$ cat src/rtl/uart_mem_bridge.sv
// UART-to-memory command bridge: opcode byte plus BYTES payload bytes in, BYTES-byte response out (MSB first).
// Define UART_BRIDGE_TIMEOUT_EN to discard partial frames after TIMEOUT_CYCLES idle cycles.
module uart_mem_bridge #(
    parameter int DATA_W         = 32,
    parameter int ADDR_W         = 32,
    parameter int TIMEOUT_CYCLES = 4096
) (
    input  logic                  clk,
    input  logic                  reset,
    input  logic [7:0]            rx_data,
    input  logic                  rx_valid,
    output logic [7:0]            tx_data,
    output logic                  tx_start,
    input  logic                  tx_ready,
    output logic [ADDR_W-1:0]     addr,
    output logic [DATA_W-1:0]     wr_d,
    output logic [DATA_W/8-1:0]   wr_byte_en,
    output logic                  wr_req,
    output logic                  rd_req,
    output logic [5:0]            rd_num_dwords,
    input  logic [DATA_W-1:0]     rd_d,
    input  logic                  rd_rdy,
    input  logic                  busy,
    output logic                  err
);
    localparam int BYTES = DATA_W / 8;

    if (DATA_W % 8 != 0 || DATA_W < 8 || DATA_W > 64 || ADDR_W < 1 || ADDR_W > DATA_W ||
        TIMEOUT_CYCLES < 1) begin : g_param_check
        $error("uart_mem_bridge: unsupported parameter combination");
    end

    typedef enum logic [2:0] {RX, EXEC, MEM_ISSUE, MEM_WAIT, TX, TX_HOLD} state_t;
    state_t state, state_nxt;

    logic [7:0]        opcode;
    logic [DATA_W-1:0] payload;
    logic [DATA_W-1:0] resp;
    logic [DATA_W-1:0] count;
    logic [DATA_W-1:0] rdata;
    logic [3:0]        rx_cnt;
    logic [3:0]        tx_cnt;
    logic              mem_op, is_read, is_inc, bad_op;
    logic              frame_done;
    logic              timeout;

    always_comb begin
        mem_op  = 1'b0;
        is_read = 1'b0;
        is_inc  = 1'b0;
        bad_op  = 1'b0;
        case (opcode)
            8'h01, 8'h02, 8'h04, 8'h06, 8'h07, 8'h08: ;
            8'h03: mem_op = 1'b1;
            8'h05: begin mem_op = 1'b1; is_read = 1'b1; end
            8'h09: begin mem_op = 1'b1; is_inc = 1'b1; end
            8'h0A: begin mem_op = 1'b1; is_read = 1'b1; is_inc = 1'b1; end
            default: bad_op = 1'b1;
        endcase
    end

    assign frame_done = (state == RX) && rx_valid && (rx_cnt == 4'(BYTES));

`ifdef UART_BRIDGE_TIMEOUT_EN
    localparam int GAP_W = $clog2(TIMEOUT_CYCLES + 1);
    logic [GAP_W-1:0] gap;

    always_ff @(posedge clk) begin
        if (reset || rx_valid || state != RX || rx_cnt == '0 || timeout)
            gap <= '0;
        else
            gap <= gap + GAP_W'(1);
    end

    assign timeout = (state == RX) && !rx_valid && (rx_cnt != '0) &&
                     (gap == GAP_W'(TIMEOUT_CYCLES - 1));
`else
    assign timeout = 1'b0;
`endif

    always_ff @(posedge clk) begin
        if (reset)
            state <= RX;
        else
            state <= state_nxt;
    end

    always_comb begin
        state_nxt = state;
        case (state)
            RX:        if (frame_done) state_nxt = EXEC;
            EXEC:      state_nxt = mem_op ? MEM_ISSUE : TX;
            MEM_ISSUE: if (!busy) state_nxt = is_read ? MEM_WAIT : TX;
            MEM_WAIT:  if (rd_rdy) state_nxt = TX;
            TX:        if (tx_ready) state_nxt = TX_HOLD;
            TX_HOLD:   state_nxt = (tx_cnt == 4'(BYTES)) ? RX : TX;
            default:   state_nxt = RX;
        endcase
    end

    // Strobes are gated by reset so nothing escapes while a command is being abandoned.
    always_comb begin
        tx_start = 1'b0;
        wr_req   = 1'b0;
        rd_req   = 1'b0;
        if (!reset) begin
            case (state)
                MEM_ISSUE: begin
                    wr_req = !busy && !is_read;
                    rd_req = !busy && is_read;
                end
                TX:      tx_start = tx_ready;
                default: ;
            endcase
        end
    end

    assign tx_data       = resp[DATA_W-1 -: 8];
    assign rd_num_dwords = 6'd1;

    always_ff @(posedge clk) begin
        if (reset) begin
            addr       <= '0;
            wr_d       <= '0;
            wr_byte_en <= '1;
            err        <= 1'b0;
            count      <= '0;
            rdata      <= '0;
            resp       <= '0;
            opcode     <= '0;
            payload    <= '0;
            rx_cnt     <= '0;
            tx_cnt     <= '0;
        end else begin
            err <= (rx_valid && state != RX) || (state == EXEC && bad_op) || timeout;

            if (state == RX && rx_valid) begin
                if (rx_cnt == '0)
                    opcode <= rx_data;
                else
                    payload <= (payload << 8) | DATA_W'(rx_data);
                rx_cnt <= frame_done ? '0 : rx_cnt + 4'd1;
            end else if (timeout) begin
                rx_cnt <= '0;
            end

            case (state)
                EXEC: begin
                    tx_cnt <= '0;
                    case (opcode)
                        8'h01: begin addr <= payload[ADDR_W-1:0]; resp <= payload; end
                        8'h02: begin wr_d <= payload; resp <= payload; end
                        8'h03, 8'h09: resp <= DATA_W'(3);
                        8'h04: resp <= rdata;
                        8'h05, 8'h0A: ;
                        8'h06: begin resp <= count; count <= count + DATA_W'(1); end
                        8'h07: resp <= {BYTES{8'h01}};
                        8'h08: begin wr_byte_en <= payload[BYTES-1:0]; resp <= payload; end
                        default: resp <= '1;
                    endcase
                end
                MEM_ISSUE: begin
                    if (!busy && !is_read && is_inc)
                        addr <= addr + ADDR_W'(1);
                end
                MEM_WAIT: begin
                    if (rd_rdy) begin
                        rdata <= rd_d;
                        resp  <= rd_d;
                        if (is_inc)
                            addr <= addr + ADDR_W'(1);
                    end
                end
                TX: begin
                    if (tx_ready) begin
                        resp   <= resp << 8;
                        tx_cnt <= tx_cnt + 4'd1;
                    end
                end
                default: ;
            endcase
        end
    end
endmodule

$ cat config.mk
export PLATFORM = sky130hd
export DESIGN_NAME = uart_mem_bridge
export DESIGN_NICKNAME = d
export VERILOG_FILES = /design/src/rtl/uart_mem_bridge.sv
export SDC_FILE = /design/constraint.sdc
export NUM_CORES = 1
export LEC_CHECK = 0
export ABC_CLOCK_PERIOD_IN_PS = 3700
export CORE_MARGIN = 3
export CORE_UTILIZATION = 65
export CTS_CLUSTER_DIAMETER = 150
export CTS_CLUSTER_SIZE = 10
export DETAILED_ROUTE_END_ITERATION = 10
export DONT_BUFFER_PORTS = 1
export HOLD_SLACK_MARGIN = 0.08
export PLACE_DENSITY = 0.91
export SETUP_SLACK_MARGIN = 0.5
export SLEW_MARGIN = 15
export SYNTH_ARGS = -nofsm -noshare
export SYNTH_HDL_FRONTEND = slang
export SYNTH_SLANG_ARGS = --single-unit
export TNS_END_PERCENT = 10
$ cat constraint.sdc
create_clock -name clk -period 3.7 [get_ports clk]
set_input_delay 0.37 -clock clk [delete_from_list [all_inputs] [get_ports clk]]
set_output_delay 0.37 -clock clk [all_outputs]
set_load 0.02 [all_outputs]
# [After elaboration in Yosys (flattened, before gate mapping)]
# Index checks and enable logic that the tools add are counted.
[word_totals] ff_bits=216 input_bits=46 output_inout_bits=86 wordCells=105
[op_classes] addsub=4 n_eq_ne=25 n_mux=30 bitwise_logic=2 reduce_logical=32
[op_table] op="$mux W32" n=6
[op_table] op="$pmux W32 S3" n=2
[op_table] op="$pmux W32 S6" n=1
[op_table] op="$add A32 B1 Y32 const B" n=2
[op_table] op="$eq A8 B3 Y1 const B" n=4
[op_table] op="$or A32 B8 Y32" n=1
[op_table] op="$eq A8 B4 Y1 const B" n=3
[op_table] op="$mux W3" n=7
[op_table] op="$pmux W3 S6" n=1
[op_table] op="$eq A8 B2 Y1 const B" n=2
[op_table] op="$ne A2 B2 Y1 const B" n=7
[op_table] op="$reduce_and A2 Y1" n=7
[op_table] op="$mux W1" n=10
[op_table] op="$reduce_or A10 Y1" n=1
[op_table] op="$reduce_bool A3 Y1" n=3
[op_table] op="$add A4 B1 Y4 const B" n=2
[op_table] op="$eq A4 B3 Y1 const B" n=2
[op_table] op="$eq A8 B1 Y1 const B" n=1
[op_table] op="$mux W4" n=2
[op_table] op="$pmux W4 S2" n=1
[op_table] op="$reduce_and A4 Y1" n=2
[op_table] op="$logic_and A1 B1 Y1" n=7
[op_table] op="$eq A3 B2 Y1 const B" n=2
[op_table] op="$eq A3 B3 Y1 const B" n=2
[op_table] op="12 further kinds" n=15

# [Depth between registers and ports, before layout]
[logic_depth] ltp_word=8 mapped_depth=8 depth_no_buf=7

# [Worst setup path after synthesis]
# No wires, ideal clock.
[synth_path] path_kind="register to register" from="register opcode[4]" to="register count[27]" setup_ps=123 t_arrival_ps=2129 required_ps=3577 slack_ps=1448 stages_incl_launch_ff=7 n_path_buf=1 period_less_slack_ps=2252 path_cell_list="dfxtp_1 > or4_4 > nor4_4 > buf_4 > nand4_1 > nor4_2 > mux2_1"
[synth_between] elab_chain_len=2
[synth_rtl] element="from (decl)" line="36" source="logic [7:0] opcode;"
[synth_rtl] element="from (signal assigned)" line="139" source="opcode <= rx_data;"
[synth_rtl] element="$eq A8 B3 Y1" line="150" source="case (opcode)"
[synth_rtl] element="$reduce_and A2 Y1 (no line)"
[synth_rtl] element="to (signal assigned)" line="156" source="8'h06: begin resp <= count; count <= count + DATA_W'(1); end"
[synth_rtl] element="to (decl)" line="39" source="logic [DATA_W-1:0] count;"
# No other way between the ends.
# A chain may end at the register's enable or synchronous reset.

# [Worst setup path after layout]
[layout_path] from="register opcode[4]" to="register resp[26]"
[layout_between] elab_chain_len=4 elab_cells_between_ends=17 classes_between="eq/ne: 11; mux: 2; reduce/logical: 4"
[layout_rtl] element="$eq A8 B4 Y1 (tied with other cells)" line="150"
[layout_rtl] element="$reduce_or A3 Y1 (no line) (tied with other cells)"
[layout_rtl] element="$pmux W32 S6 or $ne A2 B2 Y1 (tied branches)"
[layout_rtl] element="$pmux W32 S3 or $reduce_and A4 Y1 (tied branches)"
[layout_rtl] element="to (signal assigned)" line="151" source="8'h01: begin addr <= payload[ADDR_W-1:0]; resp <= payload; end"
[layout_rtl] element="to (signal assigned)" line="152" source="8'h02: begin wr_d <= payload; resp <= payload; end"
[layout_rtl] element="to (signal assigned)" line="154" source="8'h04: resp <= rdata;"
[layout_rtl] element="to (decl)" line="38" source="logic [DATA_W-1:0] resp;"
# Parallel ways exist; a longest one is shown, timed or not.

==> results.sh <==
export IMPL_synth_adder_area_share_pct=0.698
export IMPL_wl_per_cell_um=22.8
export IMPL_dieWidth_um=135
export IMPL_grt_pass1_vias=10442
export IMPL_status="complete, no violations"
export IMPL_ys_flop_type="dfxtp_1"
export IMPL_rows=46
export IMPL_synth_xor_area_share_pct=1.14
export IMPL_path_cells="or4_4 > or3_1 > nor2_1 > o31ai_1 > a211oi_1 > dlygate4sd3_1"
export IMPL_slowest_delay_ns=0.76
export IMPL_cp_start_kind="flip-flop"
export IMPL_ys_seq_elements=216
export IMPL_timing_critical_path_buf_inv=1
export IMPL_min_from="reset"
export IMPL_netlist_instances=1358
export IMPL_critPathTopFamily="simple AND/OR/NAND/NOR gates"
export IMPL_cp_data_arrival_time_ns=3.75
export IMPL_drv_slew=0
export IMPL_vias_per_cell=7.12
export IMPL_clk_latency_ns=0.52
export IMPL_route_antenna_remaining_nets=0
export IMPL_vias=11250
export IMPL_io_pins=132
export IMPL_setup_viol_count_final=0
export IMPL_utilization_pct=75.6
export IMPL_numCtsBuffers=25
export IMPL_wl_mm=36.0
export IMPL_grt_pass1_wl_mm=55.8
export IMPL_synth_top_family_by_area="simple AND/OR/NAND/NOR gates"
export IMPL_worst_r2r_cell_count=6
export IMPL_start_util_pct=67.0
export IMPL_synthDistinctLibCells=73
export IMPL_grt_usage_pct=37.8
export IMPL_rsz0062_at_grt="true"
export IMPL_fin_worst_skew_ns=0.0120
export IMPL_synth_seq_area_share_pct=40.2
export IMPL_root_buffer="clkbuf_16"
export IMPL_gp_congestion=0.962
export IMPL_worstSetupPathType="flip-flop to flip-flop"
export IMPL_grt_max_degree=162
export IMPL_area_delta_synth_final_pct=12.9
export IMPL_dpl_hpwl_mm=20.8
export IMPL_min_path_type="input pin to flip-flop"
export IMPL_layout_nets=1416
export IMPL_drive_gt1_share_pct=6.60
export IMPL_antenna_found_initial=0
export IMPL_setup_tns_final_ns=0
export IMPL_drc=0
export IMPL_synth_edff_count=0
export IMPL_min_path_cells=2
export IMPL_yosysWarnings=0
export IMPL_die_area_um2=18100
export IMPL_irDropWorstVdd_mv=0.380
export IMPL_power_density_nw_per_um2=401
export IMPL_relSlewSlack_pct=34.0
export IMPL_syn_area_um2=10800
export IMPL_cts_tree="done"
export IMPL_port_buffers=0
export IMPL_h_tree_depth=1
export IMPL_gr_total_overflow=0
export IMPL_max_freq_mhz=304
export IMPL_crit_slowest_cell="or3_1"
export IMPL_p_leak_nw=4.07
export IMPL_postCtsSetupBuffers=0
export IMPL_antennaDiodeCount=0
export IMPL_cts_sinks=216
export IMPL_timing_rr_end="resp[26]$_SDFFE_PP0P_"
export IMPL_maxCapViolations=0
export IMPL_rr_startpoint="opcode[4]$_SDFFE_PP0P_"
export IMPL_reg2reg_slack_ns=0.41
export IMPL_clkTransAtPathRegs_ns=0.06
export IMPL_hold_viol_final=0
export IMPL_async_flop_share_pct=0
export IMPL_cp_data_required_time_ns=4.16
export IMPL_total_power_w=0.00487
export IMPL_holdPathEnd="count[30]$_SDFFE_PP0P_"
export IMPL_fillCellCount=1052
export IMPL_synth_simple_area_share_pct=24.4
export IMPL_drtIter0Drc=1757
export IMPL_worst_pin_slew_ns=0.989
export IMPL_core_um2=16100
export IMPL_muxShareOfSynthArea_pct=3.87
export IMPL_crit_path_max_fanout=22
export IMPL_fin_crit_ns=3.29
export IMPL_fin_crit_sh_pct=89.0
export IMPL_synth_avg_cell_area_um2=7.92
export IMPL_clockBufferDepth=3
export IMPL_drt_first_pass_iters=7
export IMPL_synth_compound_area_share_pct=23.9
export IMPL_die_h_um=135
export IMPL_crit_path_end_kind="flip-flop"
[where the power goes]
group	internal, W	total, W	leakage, nW	switching [W]
sequential	0.00234	0.00238	1.74	0.0000386
combinational	0.000123	0.000330	2.00	0.000208
clock	0.00125	0.00216	0.322	0.000907
total	0.00372	0.00487	4.07	0.00115
[worst reg2reg max path, cell delays in order, from the launching register on]
cell and delay (ns):
dfxtp_1 0.33, or4_4 0.59, or3_1 0.76, nor2_1 0.53, o31ai_1 0.20, a211oi_1 0.26, dlygate4sd3_1 0.58
[cells in the final DEF, fill, tap and decap left out, drive strengths merged, types with 10 or more instances in the layout]
cell         Yosys  layout
nor2           101     101
and2            28      28
nor3            18      18
clkbuf          82      25
a21oi          150     150
mux2i           27      27
dfxtp          216     216
a211oi          41      41
nand2          259     259
mux2            13      13
nand4           25      25
nor2b           10      10
o31ai           48      48
o21ai           20      20
or4             18      18
nor4            14      14
xor2            11      11
a221oi          37      37
dlygate4sd3      0      75
o311ai          13      13
inv             20      20
nand3           38      38
buf             40      22
a31oi           13      13
o22ai           11      11
[logic make-up after synthesis]
kind of cell | count (synthesis)
simple gates | 552
other cells | 2
buf+inv | 142
xor+xnor | 14
mux | 40
flops | 216
fa+ha+maj | 6
compound gates | 386
[through the flow]
| stage | hold WS [ns] | setup slack [ns] | instance area (um2) | std cells |
|---|---|---|---|---|
| 2_1_floorplan | 0.434 | 1.45 | 10800 | 1362 |
| 3_3_place_gp | 0.433 | 1.05 | 10700 | 1477 |
| 3_5_place_dp | 0.439 | 1.00 | 10700 | 1477 |
| 4_1_cts | 0.0902 | 0.512 | 12100 | 1579 |
| 5_1_grt | 0.113 | 0.345 | 12100 | 1579 |
| 6_report | 0.114 | 0.407 | 12100 | 1579 |
[layout make-up]
class	instances	area, um2	area share (%)
Multi-Input combinational cell	1004	5880	48.4
Inverter	20	75.1	0.618
Sequential cell	216	4330	35.6
Clock buffer	25	626	5.15
Clock inverter	1	30.0	0.247
Tap cell	216	270	2.23
Timing Repair Buffer	97	936	7.71
[layer usage]
metal	part of all wire, %	global-route usage [%]	vias to the layer above
met4	6.8	19.4	0
met3	14	10.6	245
li1	-	-	4913
met1	35	48.4	5183
met2	44	58.4	909
met5	0	0	-
[cell usage after synthesis, types with 19 or more instances]
cell      instances  area [um2]
a221oi_1         35         307
a21oi_1         150         751
mux2i_1          27         270
nand3_1          38         190
inv_1            19        71.3
nand2_1         258         968
nor2_1          101         379
clkbuf_1         81         304
nand4_1          24         150
and2_1           28         175
a211oi_1         41         308
dfxtp_1         216        4320
o31ai_1          48         360
buf_2            20         100
[repair_timing]
item                                   CTS  global route
hold buffers                            76             0
setup endpoints to repair                0            19
resized for setup                        0             4
endpoints found under the hold margin  205             0
[sequential cells by signal (all words and copies together), names as in the netlist]
register	count
addr	32
count	32
payload	32
rdata	32
resp	32
wr_d	32
opcode	8
rx_cnt	4
tx_cnt	4
wr_byte_en	4
state	3
err	1
[worst max-delay path by stage]
stage / from / end / slack [ns] / cells past startpoint
6_report: opcode[4]$_SDFFE_PP0P_ / resp[26]$_SDFFE_PP0P_ / 0.41 / 6
5_1_grt: opcode[2]$_SDFFE_PP0P_ / resp[13]$_SDFFE_PP0P_ / 0.35 / 7
4_1_cts: state[1]$_SDFFE_PP0P_ / rdata[10]$_SDFFE_PP0P_ / 0.51 / 7
3_5_place_dp: state[0]$_SDFFE_PP0P_ / count[26]$_SDFFE_PP0P_ / 1.00 / 5
3_3_place_gp: state[0]$_SDFFE_PP0P_ / count[26]$_SDFFE_PP0P_ / 1.05 / 5
2_1_floorplan: opcode[4]$_SDFFE_PP0P_ / count[27]$_SDFFE_PP0P_ / 1.45 / 6
No activity file was read; power rests on OpenSTA's default activity.
